--- config.mk ---
export PLATFORM = sky130hd
export DESIGN_NAME = video_timing_gen
export DESIGN_NICKNAME = d
export VERILOG_FILES = /design/src/rtl/video_timing_gen.sv
export SDC_FILE = /design/constraint.sdc
export NUM_CORES = 1
export LEC_CHECK = 0
export ABC_CLOCK_PERIOD_IN_PS = 4300
export CORE_ASPECT_RATIO = 1.4
export CORE_UTILIZATION = 35
export DETAILED_ROUTE_END_ITERATION = 7
export GPL_ROUTABILITY_DRIVEN = 0
export PLACE_DENSITY = 0.62
export SLEW_MARGIN = 15
export SYNTH_ARGS = -nofsm -noshare
export SYNTH_HDL_FRONTEND = slang
export SYNTH_SLANG_ARGS = --single-unit
--- constraint.sdc ---
create_clock -name clk -period 4.3 [get_ports clk]
set_clock_uncertainty 0.05 [all_clocks]
set_input_delay 0.86 -clock clk [delete_from_list [all_inputs] [get_ports clk]]
set_output_delay 0.86 -clock clk [all_outputs]
set_load 0.02 [all_outputs]
--- src/rtl/video_timing_gen.sv ---
// rtl/video_timing_gen.sv - 720p30 video timing generator: registered sync, de, coordinates, line/frame pulses
// Optional frame counter enabled by defining VTG_FRAME_CNT_EN.
module video_timing_gen #(
  parameter int H_ACTIVE = 1280,
  parameter int H_FP     = 1760,
  parameter int H_SYNC   = 40,
  parameter int H_BP     = 220,
  parameter int V_ACTIVE = 720,
  parameter int V_FP     = 5,
  parameter int V_SYNC   = 5,
  parameter int V_BP     = 20,
  parameter bit HS_POL   = 1'b1,
  parameter bit VS_POL   = 1'b1,
  parameter int CNT_W    = 12
) (
  input  logic             clk,
  input  logic             rst,
  input  logic             en,
  output logic             hsync,
  output logic             vsync,
  output logic             de,
  output logic [CNT_W-1:0] pix_x,
  output logic [CNT_W-1:0] pix_y,
  output logic             line_start,
  output logic             frame_start,
  output logic [15:0]      frame_cnt
);

  localparam int H_TOTAL = H_ACTIVE + H_FP + H_SYNC + H_BP;
  localparam int V_TOTAL = V_ACTIVE + V_FP + V_SYNC + V_BP;

  localparam logic [CNT_W-1:0] H_LAST   = CNT_W'(H_TOTAL - 1);
  localparam logic [CNT_W-1:0] V_LAST   = CNT_W'(V_TOTAL - 1);
  localparam logic [CNT_W-1:0] H_ACT_C  = CNT_W'(H_ACTIVE);
  localparam logic [CNT_W-1:0] V_ACT_C  = CNT_W'(V_ACTIVE);
  localparam logic [CNT_W-1:0] HS_BEG   = CNT_W'(H_ACTIVE + H_FP);
  localparam logic [CNT_W-1:0] HS_END   = CNT_W'(H_ACTIVE + H_FP + H_SYNC);
  localparam logic [CNT_W-1:0] VS_BEG   = CNT_W'(V_ACTIVE + V_FP);
  localparam logic [CNT_W-1:0] VS_END   = CNT_W'(V_ACTIVE + V_FP + V_SYNC);

  logic [CNT_W-1:0] h_cnt;
  logic [CNT_W-1:0] v_cnt;

  logic h_last;
  logic de_d;
  logic hs_act;
  logic vs_act;
  logic ls_d;
  logic fs_d;

  // Decode the current counter state; registering it gives the fixed one-cycle latency.
  always_comb begin
    h_last = (h_cnt == H_LAST);
    de_d   = (h_cnt < H_ACT_C) && (v_cnt < V_ACT_C);
    hs_act = (h_cnt >= HS_BEG) && (h_cnt < HS_END);
    vs_act = (v_cnt >= VS_BEG) && (v_cnt < VS_END);
    ls_d   = (h_cnt == '0) && (v_cnt < V_ACT_C);
    fs_d   = (h_cnt == '0) && (v_cnt == '0);
  end

  always_ff @(posedge clk) begin
    if (rst) begin
      h_cnt       <= '0;
      v_cnt       <= '0;
      pix_x       <= '0;
      pix_y       <= '0;
      de          <= 1'b0;
      line_start  <= 1'b0;
      frame_start <= 1'b0;
      hsync       <= ~HS_POL;
      vsync       <= ~VS_POL;
    end else if (en) begin
      if (h_last) begin
        h_cnt <= '0;
        v_cnt <= (v_cnt == V_LAST) ? '0 : v_cnt + 1'b1;
      end else begin
        h_cnt <= h_cnt + 1'b1;
      end
      pix_x       <= h_cnt;
      pix_y       <= v_cnt;
      de          <= de_d;
      line_start  <= ls_d;
      frame_start <= fs_d;
      hsync       <= hs_act ? HS_POL : ~HS_POL;
      vsync       <= vs_act ? VS_POL : ~VS_POL;
    end else begin
      // Stalled: levels hold, but a pulse must not stretch across the stall.
      line_start  <= 1'b0;
      frame_start <= 1'b0;
    end
  end

`ifdef VTG_FRAME_CNT_EN
  logic [15:0] frame_cnt_q;
  logic        first_seen;

  // The first frame after reset reads 0, so the first frame_start only arms the counter.
  always_ff @(posedge clk) begin
    if (rst) begin
      frame_cnt_q <= '0;
      first_seen  <= 1'b0;
    end else if (en && fs_d) begin
      first_seen <= 1'b1;
      if (first_seen) begin
        frame_cnt_q <= frame_cnt_q + 16'd1;
      end
    end
  end

  assign frame_cnt = frame_cnt_q;
`else
  assign frame_cnt = 16'd0;
`endif

endmodule

==> results_dict.tcl <==
set metrics [dict create \
    cts_hold_buf 0 \
    cp_max_fo 30 \
    maxCapViolCount 0 \
    cts-root-buf "clkbuf_8" \
    hold_start "pix_x[11]" \
    outcome "complete, no violations" \
    finalWorstSetupSlack_ps 1550 \
    finalSetupTns_ps 0 \
    drive_above_1_share_pct 5.43 \
    grt_pass1_vias 1916 \
    rows 36 \
    post_cts_buffers 0 \
    rsz0062_at_grt "no" \
    drt-initial-drc-count 128 \
    worst_r2r_startpoint "h_cnt[4]" \
    portBuffers 31 \
    fin_crit_sh_pct 64.0 \
    critPathLaunchType "input port" \
    yosys_warnings 0 \
    slew_viol_final 0 \
    critPathMostFrequentCell "or3_1" \
    grtUsageMet3_pct 2.17 \
    fin_util_pct 42.3 \
    cpLargestDelayFamily "simple AND/OR/NAND/NOR gates" \
    synth_seq_cells 53 \
    clock_sinks 53 \
    hold_violations 0 \
    viasPerCell 4.93 \
    grtUsageTotal_pct 15.7 \
    synth_edf_count 0 \
    wl_per_cell_um 13.5 \
    met2_usage_pct 29.6 \
    antenna_found_initial 0 \
    wl_mm 5.49 \
    multiInputGateArea_um2 1280 \
    async_reset_ff_share_pct 0 \
    drc 0 \
    cts_buffers 5 \
    critPathSlowestCell "clkdlybuf4s50_1" \
    yosysMostFrequentCell "dfxtp_1" \
    synth_ff_type "dfxtp_1" \
    finalSetupViolCount 0 \
    synth_top_area_share_pct 42.1 \
    dp_slack_ps 1220 \
    hold_path.class "reg -> reg" \
    die_x_um 73.7 \
    worstPathRequired_ps 4490 \
    start_util_pct 36.1 \
    clkSlewWorstSetupHoldPaths_ps 90 \
    fill_cells 715 \
    synth_area_leaders "dfxtp_1 42%, mux2i_1 9.1%, nor2_1 6.6%" \
    synth_area_leader_cell "dfxtp_1" \
    syn_avg_cell_area_um2 8.75 \
    htreeDepth 2 \
    ff_latch_area_um2 1060 \
    first_pass_iters 4 \
    dieArea_um2 7550 \
    synth_area_um2 2520 \
    slew_headroom_pct 43.2 \
    post_cts_resized 0 \
    clockBufferDepth 2 \
    busiest_layer "met2" \
    cp_cell_sequence "clkdlybuf4s50_1 > buf_4 > nand4_1 > or3_1 > or3_1 > a21oi_1" \
    ant_nets 0 \
    crit_path_end_kind "flip-flop" \
    worst_pin_slew_ps 845 \
    core_um2 6980 \
    seq_area_frac_synth_pct 42.1 \
    syn_inst 288 \
    ioPinCount 48 \
    gr-usage-met1_pct 17.1 \
    num_vias 2011 \
    p_per_area_nw_per_um2 309 \
    fmax_ghz 0.363 \
    die_h_um 102 \
    cp.arrival_ps 2940 \
    grt_max_degree 31 \
    syn_to_final_growth_pct 17.3 \
    hpwl_mm 4.04 \
    grt_pass1_wl_mm 9.09 \
    fin_nets 321 \
    yosys.cell_types.count 46 \
    worst_path_largest_cell_delay_ps 480 \
    insertion_delay_ps 300 \
    grt-ovfl-total 0 \
    critPathKind "in -> reg" \
    post-route-min-period_ps 2750 \
    cts_tree "built" \
    p_leak_nw 1.12 \
    crit_path_start "en" \
    ir_worst_vdd_mv 0.253 \
    synth_common_cells "53 x dfxtp_1, 44 x nor2_1, 23 x mux2i_1, 16 x buf_4, 15 x nand2_1" \
    path_buf_inv 2 \
    num_antenna_cells 0 \
]
==> registers in the layout, summed over array words and instances (netlist names) <==
| register | flops |
|---|---|
| pix_x | 12 |
| de | 1 |
| hsync | 1 |
| pix_y | 12 |
| h_cnt | 12 |
| line_start | 1 |
| frame_start | 1 |
| vsync | 1 |
| v_cnt | 12 |
==> cell type report <==
cell class | count | area share, %
clock inverter | 1 | 1.02
multi-input combinational | 207 | 43.5
sequential | 53 | 35.9
clock buffer | 7 | 2.92
tap | 95 | 4.02
timing repair buffer | 34 | 11.3
inverter | 11 | 1.40
==> layer usage <==
| metal | vias up | share of wire (%) | wire length (µm) |
|---|---|---|---|
| met5 | - | 0 | 0 |
| met4 | 0 | 1.8 | 101 |
| met3 | 10 | 2.2 | 121 |
| met2 | 36 | 55 | 3000 |
| met1 | 941 | 41 | 2270 |
| li1 | 1024 | - | - |
==> final timing paths <==
| kind | endpoint | slack (ps) | cells after the start |
|---|---|---|---|
| max | h_cnt[11] | 1550 | 6 |
| min | pix_x[11] | 430 | 2 |
| max reg2reg | v_cnt[3] | 2030 | 4 |
| min reg2reg | pix_x[11] | 430 | 2 |
==> report_power, final <==
group | internal (mW) | leakage [nW] | switching (mW)
combinational | 0.0234 | 0.635 | 0.0439
sequential | 0.497 | 0.428 | 0.00681
clock | 0.190 | 0.0585 | 0.153
total | 0.710 | 1.12 | 0.204
==> placed cells by master, fill, tap and decap left out, types with 2 or more instances in the layout <==
cell type,n
o21ai_1,2
nand3_1,14
o31ai_1,3
ha_1,6
mux2i_1,23
a31oi_1,2
clkbuf_8,6
nor2b_1,4
buf_4,3
nor2_1,44
nor4_1,6
o21ai_0,9
a21oi_1,9
or3_1,5
nor3_1,4
conb_1,16
o31a_2,2
clkdlybuf4s50_1,31
and3_1,4
xnor2_1,4
nand2_1,15
nand4_1,7
inv_1,11
a22o_1,5
nor4b_1,2
dfxtp_1,53
xor2_1,4
==> worst reg2reg max path, cell delays in order (launching register included) <==
cell and delay (ps):
dfxtp_1 410, or4_4 580, o41ai_2 670, o21ai_0 200, a22o_1 270
==> cell families (layout without fill, tap and decap cells) <==
group	Yosys count	count (layout)	share of synthesized area [%]
DFF	53	53	42.1
other	1	16	0.149
buffers and inverters	43	53	9.14
muxes	23	23	9.14
adders and majority gates	6	6	2.98
and+or+nand+nor	113	113	22.3
xor gates and xnor gates	8	8	2.78
AOI/OAI and AO/OA	41	41	11.4
==> metrics by stage <==
step                      power, mW  instances  hold WS, ps  area, µm²
after global placement        0.583        400          424       2840
final                         0.914        408          430       2960
after detailed placement      0.583        400          424       2840
after CTS                     0.928        408          437       2960
after global routing          0.951        408          464       2960
after floorplan               0.575        303          437       2580
Note: power is estimated with default switching activity, not from simulation.
